--- src/rtl/ob_rsp_encoder.sv ---
// ============================================================================
// ob_pkg / ob_rsp_encoder
// Serialises queued response structs into byte frames:
// SOF marker, payload bytes (MSB first), XOR checksum.
// Revision: 1.0
// ============================================================================
`default_nettype none

package ob_pkg;
  typedef struct packed {
    logic [1:0]  err;
    logic [3:0]  status;
    logic [7:0]  tag;
    logic [15:0] data;
  } rsp_t;
endpackage

module ob_rsp_encoder #(
  parameter logic [7:0] SOF_BYTE = 8'hA5
) (
  input  logic          clk,
  input  logic          rst,
  input  logic          rsp_in_vld,
  input  ob_pkg::rsp_t  rsp_in,
  output logic          rsp_in_pop,
  output logic          out_vld,
  output logic [7:0]    out_dat,
  input  logic          out_ack,
  output logic [15:0]   frames_sent_r,
  output logic          busy_r
);

  localparam int W       = $bits(ob_pkg::rsp_t);
  localparam int N       = (W + 7) / 8;
  localparam int c_IDX_W = (N > 1) ? $clog2(N) : 1;
  localparam logic [c_IDX_W-1:0] c_LAST_IDX = c_IDX_W'(N - 1);

  typedef enum logic [1:0] {
    IDLE    = 2'd0,
    SOF     = 2'd1,
    PAYLOAD = 2'd2,
    CSUM    = 2'd3
  } state_t;

  state_t               r_state;
  state_t               w_state_nxt;
  logic [8*N-1:0]       r_frame;
  logic [c_IDX_W-1:0]   r_idx;
  logic [7:0]           r_csum;
  logic [7:0]           w_pay_byte;
  logic                 w_xfer;

  assign w_xfer = out_vld & out_ack;

  // Byte 0 of the frame payload is the most significant byte.
  always_comb begin
    w_pay_byte = 8'h00;
    for (int i = 0; i < N; i++) begin
      if (r_idx == c_IDX_W'(i)) begin
        w_pay_byte = r_frame[8*(N-1-i) +: 8];
      end
    end
  end

  always_comb begin
    w_state_nxt = r_state;
    out_vld     = 1'b0;
    out_dat     = 8'h00;
    rsp_in_pop  = 1'b0;
    busy_r      = 1'b0;
    case (r_state)
      IDLE: begin
        if (rsp_in_vld) begin
          rsp_in_pop  = 1'b1;
          w_state_nxt = SOF;
        end
      end
      SOF: begin
        out_vld = 1'b1;
        out_dat = SOF_BYTE;
        busy_r  = 1'b1;
        if (out_ack) begin
          w_state_nxt = PAYLOAD;
        end
      end
      PAYLOAD: begin
        out_vld = 1'b1;
        out_dat = w_pay_byte;
        busy_r  = 1'b1;
        if (out_ack && (r_idx == c_LAST_IDX)) begin
          w_state_nxt = CSUM;
        end
      end
      CSUM: begin
        out_vld = 1'b1;
        out_dat = r_csum;
        busy_r  = 1'b1;
        if (out_ack) begin
          if (rsp_in_vld) begin
            rsp_in_pop  = 1'b1;
            w_state_nxt = SOF;
          end else begin
            w_state_nxt = IDLE;
          end
        end
      end
      default: w_state_nxt = IDLE;
    endcase
    // Reset masks every output combinationally so nothing leaks in the reset cycle.
    if (rst) begin
      w_state_nxt = IDLE;
      out_vld     = 1'b0;
      out_dat     = 8'h00;
      rsp_in_pop  = 1'b0;
      busy_r      = 1'b0;
    end
  end

  always_ff @(posedge clk) begin
    if (rst) begin
      r_state       <= IDLE;
      r_idx         <= '0;
      r_csum        <= 8'h00;
      frames_sent_r <= 16'h0000;
    end else begin
      r_state <= w_state_nxt;
      if (rsp_in_pop) begin
        r_csum <= 8'h00;
      end else if ((r_state == PAYLOAD) && w_xfer) begin
        r_csum <= r_csum ^ out_dat;
      end
      if ((r_state == SOF) && w_xfer) begin
        r_idx <= '0;
      end else if ((r_state == PAYLOAD) && w_xfer) begin
        r_idx <= r_idx + 1'b1;
      end
      if ((r_state == CSUM) && w_xfer) begin
        frames_sent_r <= frames_sent_r + 16'd1;
      end
    end
  end

  // Frame snapshot: decouples the frame in flight from the live queue head.
  always_ff @(posedge clk) begin
    if (rsp_in_pop) begin
      r_frame <= (8*N)'(rsp_in);
    end
  end

endmodule

`default_nettype wire
--- config.mk ---
export PLATFORM = sky130hd
export DESIGN_NAME = ob_rsp_encoder
export DESIGN_NICKNAME = d
export VERILOG_FILES = /design/src/rtl/ob_rsp_encoder.sv
export SDC_FILE = /design/constraint.sdc
export NUM_CORES = 1
export LEC_CHECK = 0
export ABC_AREA = 1
export CAP_MARGIN = 5
export CORE_ASPECT_RATIO = 1.2
export CORE_UTILIZATION = 48
export CTS_BUF_LIST = sky130_fd_sc_hd__clkbuf_8
export CTS_CLUSTER_SIZE = 25
export DETAILED_ROUTE_END_ITERATION = 12
export PLACE_DENSITY = 0.79
export SYNTH_ARGS = -nofsm -noshare
export SYNTH_HDL_FRONTEND = slang
export SYNTH_SLANG_ARGS = --single-unit
export TNS_END_PERCENT = 50
--- constraint.sdc ---
create_clock -name clk -period 3 [get_ports clk]
set_input_delay 0.6 -clock clk [delete_from_list [all_inputs] [get_ports clk]]
set_output_delay 0.6 -clock clk [all_outputs]
set_load 0.02 [all_outputs]
== After elaboration in Yosys (flattened, before gate mapping) ==
Cells that the tools add are included.
Storage, ports and cells
  register bits: 58
  bits of input ports: 34
  output and inout bits: 27
Operators by class
  add/subtract/negate cells: 2
  equal/unequal tests: 10
  muxes and demuxes: 18
  bitwise gates (word level): 2
  reductions and logical operators: 10
Operators with widths (count)
  $mux 8: 4
  $pmux 8 s3: 1
  $add 16x1->16 const B: 1
  $eq 2x2->1 const B: 4
  $mux 2: 4
  $ne 2x2->1 const B: 4
  $pmux 2 s4: 1
  $xor 8x8->8: 1
  $mux 1: 6
  $mux 6: 1
  $eq 2x1->1 const B: 2
  $logic_and 1x1->1: 4
  $logic_not 2->1: 2
  $reduce_and 4->1: 1
  $reduce_or 2->1: 2
  $reduce_or 3->1: 1
  $add 2x1->2 const B: 1
  $pmux 1 s2: 1
  $and 1x1->1: 1

== Depth between registers and ports, before layout ==
  depth after elaboration: 8
  mapped depth: 12

== Worst setup path after synthesis ==
OpenSTA, ideal clock, no wires.
  kind: reg2out
  from: reg r_state[0]
  to: out rsp_in_pop
  arrival time: 2.564 ns
  data required time: 2.400 ns
  setup slack: -0.164 ns
  cell stages (with the launch flop): 7
  cells stage by stage: dfxtp_1 -> inv_1 -> ha_1 -> nor2_1 -> o21a_1 -> inv_1 -> nor2_1
On the way
  cells in the longest elaborated chain, start to end: 3
  elaborated cells on any way between the ends: 4
  classes of those cells: eq/ne (1); mux (2); reduce/logical (1)
RTL lines
  start: declaration: line 45  | state_t r_state;
  start signal: assignment: line 126  | r_state <= w_state_nxt;
  $eq 2x2->1 / $logic_not 2->1 (equally long branches): line 71  | case (r_state)
  $pmux 1 s2 (*): line 71
  $mux 1 (*): line 110  | if (rst) begin
  end: declaration: line 25  | output logic rsp_in_pop,
Every way passes the cells marked *; elsewhere a longest branch is shown, timed or not.

== Worst setup path in the final report ==
  from: reg r_state[1]
  to: out rsp_in_pop
The elaborated chain is that of the path after synthesis.

==> key figures <==
Synth
  • Mean area per synthesized cell: 8.13 sq um
  • Cell area after technology mapping: between 2000 and 3000 sq um
  • Number of warnings issued by yosys: 0
  • Most frequent cell after synthesis: sky130_fd_sc_hd__nand2_1
  • Count of mapped cells out of synthesis: 354
  • Count of flip-flops with a built-in enable after synthesis: 30
  • Synth cell types: 31
  • Top post-synthesis cells by count: sky130_fd_sc_hd__nand2_1, sky130_fd_sc_hd__a21oi_1, sky130_fd_sc_hd__nor2_1, sky130_fd_sc_hd__inv_1, sky130_fd_sc_hd__edfxtp_1
  • Cell taking the most area after synthesis: sky130_fd_sc_hd__edfxtp_1
  • Main synth FF type: sky130_fd_sc_hd__edfxtp_1
  • Register bit count reported by yosys: 58
  • Syn_nets: 399
  • Sequential element share of the synthesized area: 50.8%
  • Top cells by area in the synthesized netlist: sky130_fd_sc_hd__edfxtp_1, sky130_fd_sc_hd__dfxtp_1, sky130_fd_sc_hd__nand2_1
  • Share of synthesized registers carrying an async set or reset: 0%
  • Top cell type's share of synthesized area: 31.3%

Worst setup path
  • Kind of start point of the critical path: flop
  • Crit-path max FO: 7
  • Data required, critical path: roughly 2.4 ns
  • Worst R2R End: r_csum[0]
  • Reg2Reg Setup Slack: 0.94 ns
  • Number of cells traversed by the worst register-to-register path: 9
  • Arrival time worst endpoint: 2.31 ns
  • Crit Path Class: flop to output pin
  • R2r startpoint: r_state[1]
  • Critical path capture point type: output pin

Global route
  • Global-route wire length before repair: approximately 10000 microns
  • Vias in the first global route: 2374
  • Gr ovfl total: 0
  • Antenna violations before repair: 0
  • Global routing usage summed across all routing layers: 22.2%
  • Maximum number of pins on one net before global-route repair: 31

Clock tree
  • CTS root buf: sky130_fd_sc_hd__clkbuf_8
  • Clock buffers created by TritonCTS: 9
  • Post-CTS Setup Repair Bufs: 0
  • Maximum clock insertion buffer count: 2
  • Clock Latency Late Sink: ~0.34 ns
  • Clock input transition at the sequential cells of the worst setup and hold paths: 0.06 ns
  • CTS sink count: slightly below 60
  • H-Tree Depth: 3
  • Number of buffers added to fix hold violations after cts: 0
  • TritonCTS clock tree: built

Layout
  • Layout area overhead: 30.6%
  • Number of standard cells in the layout, taps in and fillers out: 507
  • Sequential cell area: approximately 1500 sq um
  • Layout filler cell count: approximately 500
  • Number of inserted diodes: 0
  • Multi-input gate area: ~1200 sq um
  • Share of final-layout standard cells stronger than drive strength 1: 7.03%
  • Net count reported at finish: 467
  • Post-Layout Inst Area: 3760 sq um

Die
  • Height of the die: 86.8 microns
  • Overall die width: about 73 microns
  • Number of placement rows: 30
  • Number of placed I/O pins: 61
  • Core Area: 5710 sq um
  • Full die area: 6310 sq um
  • Effective utilization at floorplan: 50.5%

Timing
  • Pins over their slew limit: 0
  • Final worst path period need: 2.91 ns
  • Endpoints failing setup: 0
  • Slew @ Worst Pin: between 0.3 and 0.4 ns
  • Final Hold Vio Count: 0
  • Slew Limit Headroom: 73.5%
  • Highest achievable clock rate: 0.344 GHz
  • Ratio of final minimum period to clock period: 96.9%
  • Setup skew after layout: ~0.0055 ns
  • RSZ-0062 raised after global routing: true

Power and ir drop
  • Power density relative to cell area: 578 nW/um^2
  • Static Leakage: 0.00149 uW
  • Largest voltage drop on the vdd net: 0.000284 V
  • Power, Total: 2170 uW

Hold path
  • Hold_sp: r_csum[4]
  • Endpoint with the worst hold slack: r_csum[4]
  • Worst hold-check path type: flop to flop
  • Hold path cells: 2

Routing
  • DR vias/cell: 5.04
  • Detailed-router iteration count before antenna repair: 4
  • Routed wirelength normalized by instance count: roughly 13 microns
  • DRC: 0
  • Via total after detailed routing: 2553
  • Count of nets left with antenna violations after detail routing: 0
  • Drt initial violations: between 90 and 100
  • Routed wire length: 6510 microns

Place
  • Cells after DPL: slightly below 500
  • Detailed placer's ending HPWL: 4840 microns
  • Area of placed instances: roughly 3600 sq um
  • Routability congestion estimate: 0.873
  • Port buffer count: 60

Status
  • Status: finished clean

Flow run
  • Total of max-cap violations: 0
==> cells in the final DEF (no fill, tap or decap), types with 2 or more instances in the layout <==
cell,count
sky130_fd_sc_hd__dlygate4sd2_1,4
sky130_fd_sc_hd__ha_1,8
sky130_fd_sc_hd__nor2_2,2
sky130_fd_sc_hd__nor3_1,5
sky130_fd_sc_hd__nand2_2,2
sky130_fd_sc_hd__nand3_1,24
sky130_fd_sc_hd__nor2_4,3
sky130_fd_sc_hd__nor2_1,38
sky130_fd_sc_hd__nand2_1,93
sky130_fd_sc_hd__o21a_1,2
sky130_fd_sc_hd__ha_2,3
sky130_fd_sc_hd__o21ai_0,11
sky130_fd_sc_hd__inv_2,4
sky130_fd_sc_hd__a21oi_1,40
sky130_fd_sc_hd__dlymetal6s2s_1,3
sky130_fd_sc_hd__buf_4,3
sky130_fd_sc_hd__dfxtp_1,28
sky130_fd_sc_hd__edfxtp_1,30
sky130_fd_sc_hd__nand4_1,3
sky130_fd_sc_hd__a21boi_0,4
sky130_fd_sc_hd__inv_1,39
sky130_fd_sc_hd__and3_1,2
sky130_fd_sc_hd__clkinv_2,2
sky130_fd_sc_hd__clkdlybuf4s50_1,53
sky130_fd_sc_hd__clkbuf_8,9
sky130_fd_sc_hd__clkinv_1,2
==> how the worst max path moves through the flow <==
| stage | cells after the start | endpoint | from |
|---|---|---|---|
| 6_report | 7 | rsp_in_pop | r_state[1] |
| 5_1_grt | 7 | rsp_in_pop | r_state[1] |
| 4_1_cts | 8 | out_dat[6] | r_idx[0] |
| 3_5_place_dp | 7 | rsp_in_pop | out_ack |
| 3_3_place_gp | 7 | rsp_in_pop | out_ack |
| 2_1_floorplan | 6 | rsp_in_pop | r_state[0] |
==> cell families (layout without fill, tap and decap cells) <==
group / count (synthesis) / count (layout) / share of synthesized area (%)
simple gates: 176 / 176 / 26.2
compound gates: 60 / 60 / 11.1
flops: 58 / 58 / 50.8
buf+inv: 47 / 120 / 6.48
fa+ha+maj: 11 / 11 / 4.78
xor+xnor: 2 / 2 / 0.609
==> routing by layer <==
layer	vias up	wire (microns)	global-route usage (%)
met5	-	0	0
met3	23	443	6.28
met4	0	253	15.5
li1	1299	-	-
met1	1153	2630	23.2
met2	78	3180	38.2
==> per-stage QoR <==
step                setup WS [ns]  TNS (ns)  hold slack [ns]  util (%)
finish                     0.0925         0            0.479      65.9
CTS                        0.0148         0            0.480      65.7
floorplan                   0.421         0            0.452         -
detailed placement          0.109         0            0.471      62.6
global route              -0.0237   -0.0237            0.503      65.9
global placement            0.122         0            0.460      62.6
==> flip-flops by register name, summed over array words and instances (netlist names) <==
name           cells
frames_sent_r     16
r_state            2
r_frame           30
r_idx              2
r_csum             8
==> report_power, final <==
part           total (uW)  switching, uW  internal (uW)
combinational         545            338            208
clock                 662            294            368
sequential            967           36.0            931
total                2170            668           1510
==> what timing repair did <==
action,CTS,global route
endpoints found under the hold margin,0,0
setup endpoints to repair,4,5
pin swaps,0,0
resized for setup,4,6
==> critical path: stages (launching register included) <==
cell	delay (ns)
sky130_fd_sc_hd__dfxtp_1	0.41
sky130_fd_sc_hd__inv_1	0.17
sky130_fd_sc_hd__ha_1	0.32
sky130_fd_sc_hd__nor2_1	0.13
sky130_fd_sc_hd__o21a_1	0.15
sky130_fd_sc_hd__inv_1	0.05
sky130_fd_sc_hd__nor2_2	0.12
sky130_fd_sc_hd__clkdlybuf4s50_1	0.63
==> area by class of cell <==
| cell class | instances | share of cell area [%] |
|---|---|---|
| Tap cell | 80 | 2.66 |
| Clock inverter | 7 | 1.46 |
| Timing Repair Buffer | 63 | 16.6 |
| Clock buffer | 9 | 3.29 |
| Inverter | 41 | 4.09 |
| Multi-Input combinational cell | 249 | 33.0 |
| Sequential cell | 58 | 38.9 |
No activity file was read; power rests on OpenSTA's default activity.
